**config.mk**
```make
export PLATFORM = sky130hd
export DESIGN_NAME = clock_gate_ctrl
export DESIGN_NICKNAME = d
export VERILOG_FILES = /design/src/rtl/clock_gate_ctrl.sv
export SDC_FILE = /design/constraint.sdc
export NUM_CORES = 1
export LEC_CHECK = 0
export BUFFER_PORTS_ARGS = -buffer_cell sky130_fd_sc_hd__buf_4
export CORE_MARGIN = 4
export CORE_UTILIZATION = 35
export DETAILED_ROUTE_END_ITERATION = 10
export PLACE_DENSITY = 0.56
export REMOVE_ABC_BUFFERS = 1
export SLEW_MARGIN = 20
export SYNTH_ARGS = -nofsm -noshare
export SYNTH_HDL_FRONTEND = slang
export SYNTH_SLANG_ARGS = --single-unit
```
**constraint.sdc**
```tcl
create_clock -name clock -period 3.8 [get_ports clock]
set_input_delay 0.76 -clock clock [delete_from_list [all_inputs] [get_ports clock]]
set_output_delay 0.76 -clock clock [all_outputs]
set_load 0.01 [all_outputs]
```
**src/rtl/clock_gate_ctrl.sv**
```systemverilog
// ---------------------------------------------------------------------------
// clock_gate_ctrl
//
// Run/halt/step controller for a CPU core clock enable. After reset is
// released the core is held in reset for RESET_CYCLES clocks. It then waits in
// HALTED until it is told to run freely or to execute a fixed-length step
// burst. A free-running 32-bit counter records every cycle in which the core
// was enabled.
//
// Parameters
//   RESET_CYCLES  cycles cpu_rst_n stays low after resetn release (1..65535)
//   STEP_W        width of step_count
//
// Ports
//   clock        in   single clock, rising edge
//   resetn       in   asynchronous active-low reset
//   run_req      in   pulse: start free-running execution (from HALTED)
//   halt_req     in   pulse: halt (from RUN/STEP, overrides all in HALTED)
//   step_req     in   pulse: start a step burst (from HALTED)
//   step_count   in   enabled cycles per burst, sampled with step_req; 0 -> 1
//   cpu_en       out  clock enable to the core (RUN or STEP)
//   cpu_rst_n    out  synchronous active-low reset to the core
//   halted       out  high while in HALTED
//   step_done    out  one-cycle pulse on the first HALTED cycle after a burst
//                     that ran to completion
//   state        out  RST_HOLD=0, HALTED=1, RUN=2, STEP=3
//   cycle_cnt    out  count of cycles with cpu_en=1, wraps at 2^32
// ---------------------------------------------------------------------------
module clock_gate_ctrl #(
    parameter int unsigned RESET_CYCLES = 16,
    parameter int unsigned STEP_W       = 8
) (
    input  logic              clock,
    input  logic              resetn,
    input  logic              run_req,
    input  logic              halt_req,
    input  logic              step_req,
    input  logic [STEP_W-1:0] step_count,
    output logic              cpu_en,
    output logic              cpu_rst_n,
    output logic              halted,
    output logic              step_done,
    output logic [1:0]        state,
    output logic [31:0]       cycle_cnt
);

    typedef enum logic [1:0] {
        StRstHold = 2'd0,
        StHalted  = 2'd1,
        StRun     = 2'd2,
        StStep    = 2'd3
    } state_e;

    // Hold counter value on the final RST_HOLD edge.
    localparam logic [15:0] HoldLast = 16'(RESET_CYCLES - 1);
    localparam logic [STEP_W-1:0] StepOne = STEP_W'(1);

    state_e            state_q, state_d;
    logic [15:0]       hold_q, hold_d;
    logic [STEP_W-1:0] burst_q, burst_d;
    logic              step_done_q, step_done_d;
    logic              cpu_en_q, cpu_en_d;
    logic              cpu_rst_n_q, cpu_rst_n_d;
    logic              halted_q, halted_d;
    logic [31:0]       cycle_cnt_q, cycle_cnt_d;

    // -----------------------------------------------------------------------
    // Next-state logic
    // -----------------------------------------------------------------------
    always_comb begin
        state_d     = state_q;
        hold_d      = hold_q;
        burst_d     = burst_q;
        step_done_d = 1'b0;

        unique case (state_q)
            // Requests are ignored while the core is held in reset.
            StRstHold: begin
                if (hold_q == HoldLast) begin
                    state_d = StHalted;
                    hold_d  = '0;
                end else begin
                    hold_d = hold_q + 16'd1;
                end
            end

            // halt_req wins over step_req, which wins over run_req.
            StHalted: begin
                if (halt_req) begin
                    state_d = StHalted;
                end else if (step_req) begin
                    state_d = StStep;
                    burst_d = (step_count == '0) ? StepOne : step_count;
                end else if (run_req) begin
                    state_d = StRun;
                end
            end

            StRun: begin
                if (halt_req) begin
                    state_d = StHalted;
                end
            end

            // burst_q holds the enabled cycles still to run, including the
            // current one. An abort discards the remainder and suppresses
            // step_done, even if it lands on the last cycle.
            StStep: begin
                if (halt_req) begin
                    state_d = StHalted;
                    burst_d = '0;
                end else if (burst_q <= StepOne) begin
                    state_d     = StHalted;
                    burst_d     = '0;
                    step_done_d = 1'b1;
                end else begin
                    burst_d = burst_q - StepOne;
                end
            end

            default: begin
                state_d = StRstHold;
                hold_d  = '0;
                burst_d = '0;
            end
        endcase
    end

    // Moore outputs are decoded from the next state so that the registered
    // copies always agree with state_q.
    always_comb begin
        cpu_en_d    = (state_d == StRun) || (state_d == StStep);
        cpu_rst_n_d = (state_d != StRstHold);
        halted_d    = (state_d == StHalted);
    end

    // Counts the cycles the core was actually enabled.
    always_comb begin
        cycle_cnt_d = cpu_en_q ? (cycle_cnt_q + 32'd1) : cycle_cnt_q;
    end

    // -----------------------------------------------------------------------
    // State registers
    // -----------------------------------------------------------------------
    always_ff @(posedge clock or negedge resetn) begin
        if (!resetn) begin
            state_q     <= StRstHold;
            hold_q      <= '0;
            burst_q     <= '0;
            step_done_q <= 1'b0;
            cpu_en_q    <= 1'b0;
            cpu_rst_n_q <= 1'b0;
            halted_q    <= 1'b0;
            cycle_cnt_q <= '0;
        end else begin
            state_q     <= state_d;
            hold_q      <= hold_d;
            burst_q     <= burst_d;
            step_done_q <= step_done_d;
            cpu_en_q    <= cpu_en_d;
            cpu_rst_n_q <= cpu_rst_n_d;
            halted_q    <= halted_d;
            cycle_cnt_q <= cycle_cnt_d;
        end
    end

    assign cpu_en    = cpu_en_q;
    assign cpu_rst_n = cpu_rst_n_q;
    assign halted    = halted_q;
    assign step_done = step_done_q;
    assign state     = state_q;
    assign cycle_cnt = cycle_cnt_q;

endmodule

```
* Word-level counts from Yosys, hierarchy flattened
Index checks and enable logic that the tools add are counted.
** Word-level totals
- Bits in registers :: 62
- Bits in latches :: 0
- Bits in writable memories :: 0
- ROM bits :: 0
- Input bits :: 13
- Output and inout port bits :: 38
- Word-level logic and storage cells :: 45
- Memories kept :: 0
** Cells by class
- Add/subtract/negate cells :: 3
- Multiply operators :: 0
- Div/mod/pow operators :: 0
- Order comparisons :: 1
- Equality and inequality tests :: 9
- Shift operators :: 0
- Muxes and demuxes :: 18
- Bitwise operators :: 0
- Reduce and logical (&&, ||, !) cells :: 6
** Operator list (number)
- 2-to-1 mux 8 bit :: 5
- adder 32 x 1 -> 32 bit, second input constant :: 1
- adder 16 x 1 -> 16 bit, second input constant :: 1
- == test 16 x 4 -> 1 bit, second input constant :: 1
- 2-to-1 mux 16 bit :: 1
- case mux 8 bit (2 select lines) :: 1
- 2-to-1 mux 2 bit :: 7
- == test 2 bit, second input constant :: 4
- <= comparator 8 x 1 -> 1 bit, second input constant :: 1
- zero test 8 bit :: 1
- case mux 2 bit (4 select lines) :: 1
- subtractor 8 x 1 -> 8 bit, second input constant :: 1
- == test 2 x 1 -> 1 bit, second input constant :: 2
- != test 2 bit, second input constant :: 2
- nonzero test 2 bit :: 2
- 2-to-1 mux 1 bit :: 3
- AND reduction 3 bit :: 1
- zero test 2 bit :: 1
- logical OR 1 bit :: 1

* Depth between registers and ports, before layout
- Word-level depth :: 6
- Mapped depth :: 6
- Gate-level depth less buffers :: 6

* Least setup slack after synthesis
Ideal clock, no wire load.
- Path type :: register to register
- From :: register burst_q[6]
- To :: register burst_q[4]
- Library setup time :: 0.121 ns
- Arrival time :: 1.632 ns
- Data required time :: 3.679 ns
- Path slack :: 2.047 ns
- Cell stages (with the launch flop) :: 5
- Path buffers :: 0
- Period minus slack after synthesis :: 1.753 ns
- Cell sequence :: dfrtp_1 or4_4 o31ai_4 o31ai_1 a22o_1
** Between the ends
- Longest elaborated chain between the ends :: 4
** RTL lines
- start: declaration :: RTL line 60 : logic [STEP_W-1:0] burst_q, burst_d;
- start signal: assignment :: RTL line 158 : burst_q <= burst_d;
- <= comparator 8 x 1 -> 1 bit :: RTL line 112 : end else if (burst_q <= StepOne) begin
- 2-to-1 mux 8 bit :: RTL line 112
- 2-to-1 mux 8 bit :: RTL line 109 : if (halt_req) begin
- case mux 8 bit (2 select lines) :: RTL line 76 : unique case (state_q)
No other way between the ends.
A chain may end at the register's enable or synchronous reset.

* Worst setup path in the final report
- From :: register burst_q[0]
- To :: register burst_q[5]
** Between the ends
- Longest elaborated chain between the ends :: 4
- Elaborated cells between the ends (all ways) :: 5
- Those cells by class :: add/sub: 1; order compare: 1; mux: 3
** RTL lines (RTL line)
- subtractor 8 x 1 -> 8 bit / <= comparator 8 x 1 -> 1 bit (equally long branches) :: 117, 112
- 2-to-1 mux 8 bit * :: 112
- 2-to-1 mux 8 bit * :: 109
- case mux 8 bit (2 select lines) * :: 76
Mark *: on every way between the ends. The rest lies on a longest branch, timed or not.

==> impl_metrics.csv <==
group,metric,value,unit
floorplan,initial_core_util,0.3645,
timing,finalSetupViolations,0,
clock_tree,postCtsSetupRepairBufs,0,
cells_and_area,layout_cell_share_with_drive_strength_beyond_1,0.2382,
clock_tree,cts-buffers-inserted,9,
clock_tree,cts_resized,0,
place,portBuffers,50,
setup_path,critPathRequiredTime,4.07,ns
grt,antenna_violations_before_repair,0,
timing,max_slew_margin,0.4714,
floorplan,core-area,0.008299,mm^2
timing,setup_ws,1.833,ns
timing,count_of_final_hold_check_violations,0,
run_status,status,"complete, no violations",
place,post_dp_hpwl,4.493,mm
setup_path,critPathCaptureType,"flop",
grt,grt_max_degree,63,
timing,timing_max_transition_violations_final,0,
setup_path,max_stage_delay,0.45,ns
setup_path,setup.worst_path.start_class,"flop",
pwr,power-per-cell-area,560.2,mW/mm^2
synth,synth_warnings,0,
timing,fmax,508.3,MHz
routing,drt.antenna.violating_nets,0,
min_path,min_path_type,"reg2reg",
cells_and_area,register_area,0.001551,mm^2
setup_path,arrival,2.24,ns
routing,drt_wl_total,6.299,mm
clock_tree,max-clock-path-buffers,2,
clock_tree,cts.clk_slew.worst_paths,0.07,ns
grt,grt_remaining_overflow,0,
cells_and_area,multi_input_area,0.001411,mm^2
timing,slew_worst_pin,0.7928,ns
grt,grt_first_pass_wirelength,10.69,mm
place,numPlacedInstances,429,
job,max_cap_viol_count,0,
cells_and_area,antennaDiodeCount,0,
routing,route.detailed.wl_per_inst,14.16,um
setup_path,critical_path.cell_chain,"inv_1, ha_1, nor2_1, o31ai_4, o41ai_1, a22o_1",
setup_path,worstPathBufferInverterCount,1,
routing,routed_via_density,5.011,
cells_and_area,finalNonFillerCells,445,
synth,synth.top_cells.by_area,"sky130_fd_sc_hd__dfrtp_1 51%, sky130_fd_sc_hd__xnor2_1 9.0%, sky130_fd_sc_hd__xor2_1 3.5%",
cells_and_area,n_fill_cell,805,
synth,number_of_enable_type_register_cells_in_the_synthesized_netlist,0,
floorplan,die_y,101.0,um
floorplan,num_rows,33,
cells_and_area,finish.net_count,352,
timing,rsz0062_at_grt,"no",
clock_tree,tritoncts_clock_tree,"yes",
floorplan,die_w,101.0,um
synth,ys_dominant_reg_cell,"sky130_fd_sc_hd__dfrtp_1",
routing,dr_total_vias,2230,
setup_path,critical_path_slowest_stage_cell,"sky130_fd_sc_hd__nor2_1",
synth,synthesized_area_per_cell,10.84,um^2
timing,period_minus_slack,1.967,ns
synth,post_synthesis_async_set_or_reset_flop_share,1.000,
synth,syn_inst,279,
routing,drc,0,
synth,synth_cell_type_count,51,
setup_path,timing.critical_path.max_delay_family,"compound AO/OA/AOI/OAI gates",
pwr,total_leakage_power,1.692,nW
timing,final.setup_skew,0.009785,ns
synth,synth-seq-area-share,0.5128,
clock_tree,htree_levels,3,
clock_tree,clock_tree.root_cell,"sky130_fd_sc_hd__clkbuf_8",
place,final_estimated_routing_congestion_in_global_placement,0.7758,
pwr,power.ir.vdd_worst,0.3101,mV
clock_tree,insertion_delay,0.33,ns
place,detailedPlace.worstSlack,1.834,ns
synth,post-synth-top-area-cell,"sky130_fd_sc_hd__dfrtp_1",
grt,first_global_vias,2238,
timing,setup-tns-final,0,ns
clock_tree,numClockSinks,62,
routing,detailedRoute.firstIterationViolations,51,
setup_path,worst-setup-path-type,"reg2reg",
timing,finalCritPeriodShare,0.5177,
setup_path,reg2reg_slack,1.83,ns
synth,yosysTopAreaCellShare,0.5128,
synth,yosys_register_bits,62,
synth,synth.cell_area,0.003025,mm^2
floorplan,die_area,0.01020,mm^2
grt,groute.usage.overall,0.1325,
setup_path,crit_path_max_fo,8,
clock_tree,hold_buffers,0,
routing,drtPass1Iterations,6,
cells_and_area,syn_to_final_growth,22.33,%
floorplan,pin_count,51,
cell families (layout without fill, tap and decap cells):
group,after synthesis,after routing,synth area share
adders and majority gates,4,4,0.01654
and+or+nand+nor,117,117,0.2275
muxes,1,1,0.003722
xor gates and xnor gates,43,43,0.1245
DFF,62,62,0.5128
buffers and inverters,16,77,0.02068
AOI/OAI and AO/OA,36,36,0.09430
per-layer routing:
metal  global-route usage  part of all wire
met5                    0                 0
met4              0.04601             0.015
met3              0.04567             0.069
met2               0.2046              0.45
met1               0.1734              0.47
sequential cells by signal (all words and copies together), names as in the netlist:
register	cells
cycle_cnt	32
cpu_rst_n	1
cpu_en	1
halted	1
state	2
step_done	1
hold_q	16
burst_q	8
synth_stat cells, types with 2 or more instances:
| cell | count |
|---|---|
| sky130_fd_sc_hd__dfrtp_1 | 62 |
| sky130_fd_sc_hd__xnor2_1 | 31 |
| sky130_fd_sc_hd__nand2_1 | 27 |
| sky130_fd_sc_hd__nand3_1 | 13 |
| sky130_fd_sc_hd__nand4_1 | 13 |
| sky130_fd_sc_hd__nor2_1 | 12 |
| sky130_fd_sc_hd__xor2_1 | 12 |
| sky130_fd_sc_hd__inv_1 | 11 |
| sky130_fd_sc_hd__and4_1 | 9 |
| sky130_fd_sc_hd__o21ai_0 | 9 |
| sky130_fd_sc_hd__nor3_1 | 6 |
| sky130_fd_sc_hd__nor4_1 | 6 |
| sky130_fd_sc_hd__a21oi_1 | 5 |
| sky130_fd_sc_hd__and3_1 | 5 |
| sky130_fd_sc_hd__ha_1 | 4 |
| sky130_fd_sc_hd__or2_2 | 4 |
| sky130_fd_sc_hd__clkbuf_1 | 3 |
| sky130_fd_sc_hd__nand2b_1 | 3 |
| sky130_fd_sc_hd__o2bb2ai_1 | 3 |
| sky130_fd_sc_hd__a22o_1 | 2 |
| sky130_fd_sc_hd__a32oi_1 | 2 |
| sky130_fd_sc_hd__and2_1 | 2 |
| sky130_fd_sc_hd__buf_2 | 2 |
| sky130_fd_sc_hd__nand4b_1 | 2 |
| sky130_fd_sc_hd__nor4_2 | 2 |
| sky130_fd_sc_hd__o22ai_1 | 2 |
| sky130_fd_sc_hd__o31a_2 | 2 |
| sky130_fd_sc_hd__or4_1 | 2 |
placed cells by master (no fill, tap or decap), types with 3 or more instances in the layout:
cell type,instances
sky130_fd_sc_hd__a21oi_1,5
sky130_fd_sc_hd__xor2_1,12
sky130_fd_sc_hd__and3_1,5
sky130_fd_sc_hd__nor3_1,6
sky130_fd_sc_hd__xnor2_1,31
sky130_fd_sc_hd__or2_2,4
sky130_fd_sc_hd__nand4_1,13
sky130_fd_sc_hd__nand2_1,27
sky130_fd_sc_hd__ha_1,4
sky130_fd_sc_hd__clkinv_2,3
sky130_fd_sc_hd__clkbuf_8,9
sky130_fd_sc_hd__inv_1,11
sky130_fd_sc_hd__nor2_1,12
sky130_fd_sc_hd__dfrtp_1,62
sky130_fd_sc_hd__nand2b_1,3
sky130_fd_sc_hd__o2bb2ai_1,3
sky130_fd_sc_hd__nand3_1,13
sky130_fd_sc_hd__and4_1,9
sky130_fd_sc_hd__o21ai_0,9
sky130_fd_sc_hd__buf_4,50
sky130_fd_sc_hd__nor4_1,6
area by class of cell:
type	instances	share of cell area
flip-flops and latches	62	0.4192
multi-input cells	201	0.3813
repair buffers	50	0.1014
well taps	105	0.03550
clock buffers	10	0.03448
clock inverters	6	0.01690
inverters	11	0.01116
power breakdown:
part | total [mW] | internal, mW | switching [mW]
Sequential | 0.932 | 0.781 | 0.152
Clock | 0.557 | 0.302 | 0.255
Combinational | 0.584 | 0.265 | 0.319
worst paths after layout:
kind                            startpoint             to  cells past startpoint
worst max-delay path            burst_q[0]     burst_q[5]                      6
worst min-delay path            hold_q[15]     hold_q[15]                      1
worst max register to register  burst_q[0]     burst_q[5]                      6
worst min register to register  hold_q[15]     hold_q[15]                      1
max in group asynchronous           resetn      step_done                      1
min in group asynchronous           resetn  cycle_cnt[19]                      1
through the flow:
stage          utilization  instance area (um^2)  total power [mW]  hold slack [ns]
2_1_floorplan            -                  3004             1.312           0.4471
3_3_place_gp        0.4230                  3511             1.528           0.4645
3_5_place_dp        0.4230                  3511             1.538           0.4666
4_1_cts             0.4460                  3701             2.114           0.4799
5_1_grt             0.4460                  3701             2.230           0.4886
6_report            0.4460                  3701             2.073           0.4742
worst reg2reg max path: cells and delay by family, from the launching register on:
| family | cells | cell delay, ns |
|---|---|---|
| fa+ha+maj | 1 | 0.25 |
| buf+inv | 1 | 0.09 |
| simple gates | 1 | 0.45 |
| flops | 1 | 0.44 |
| compound gates | 3 | 0.67 |
Power figures use the tool's default switching activity.
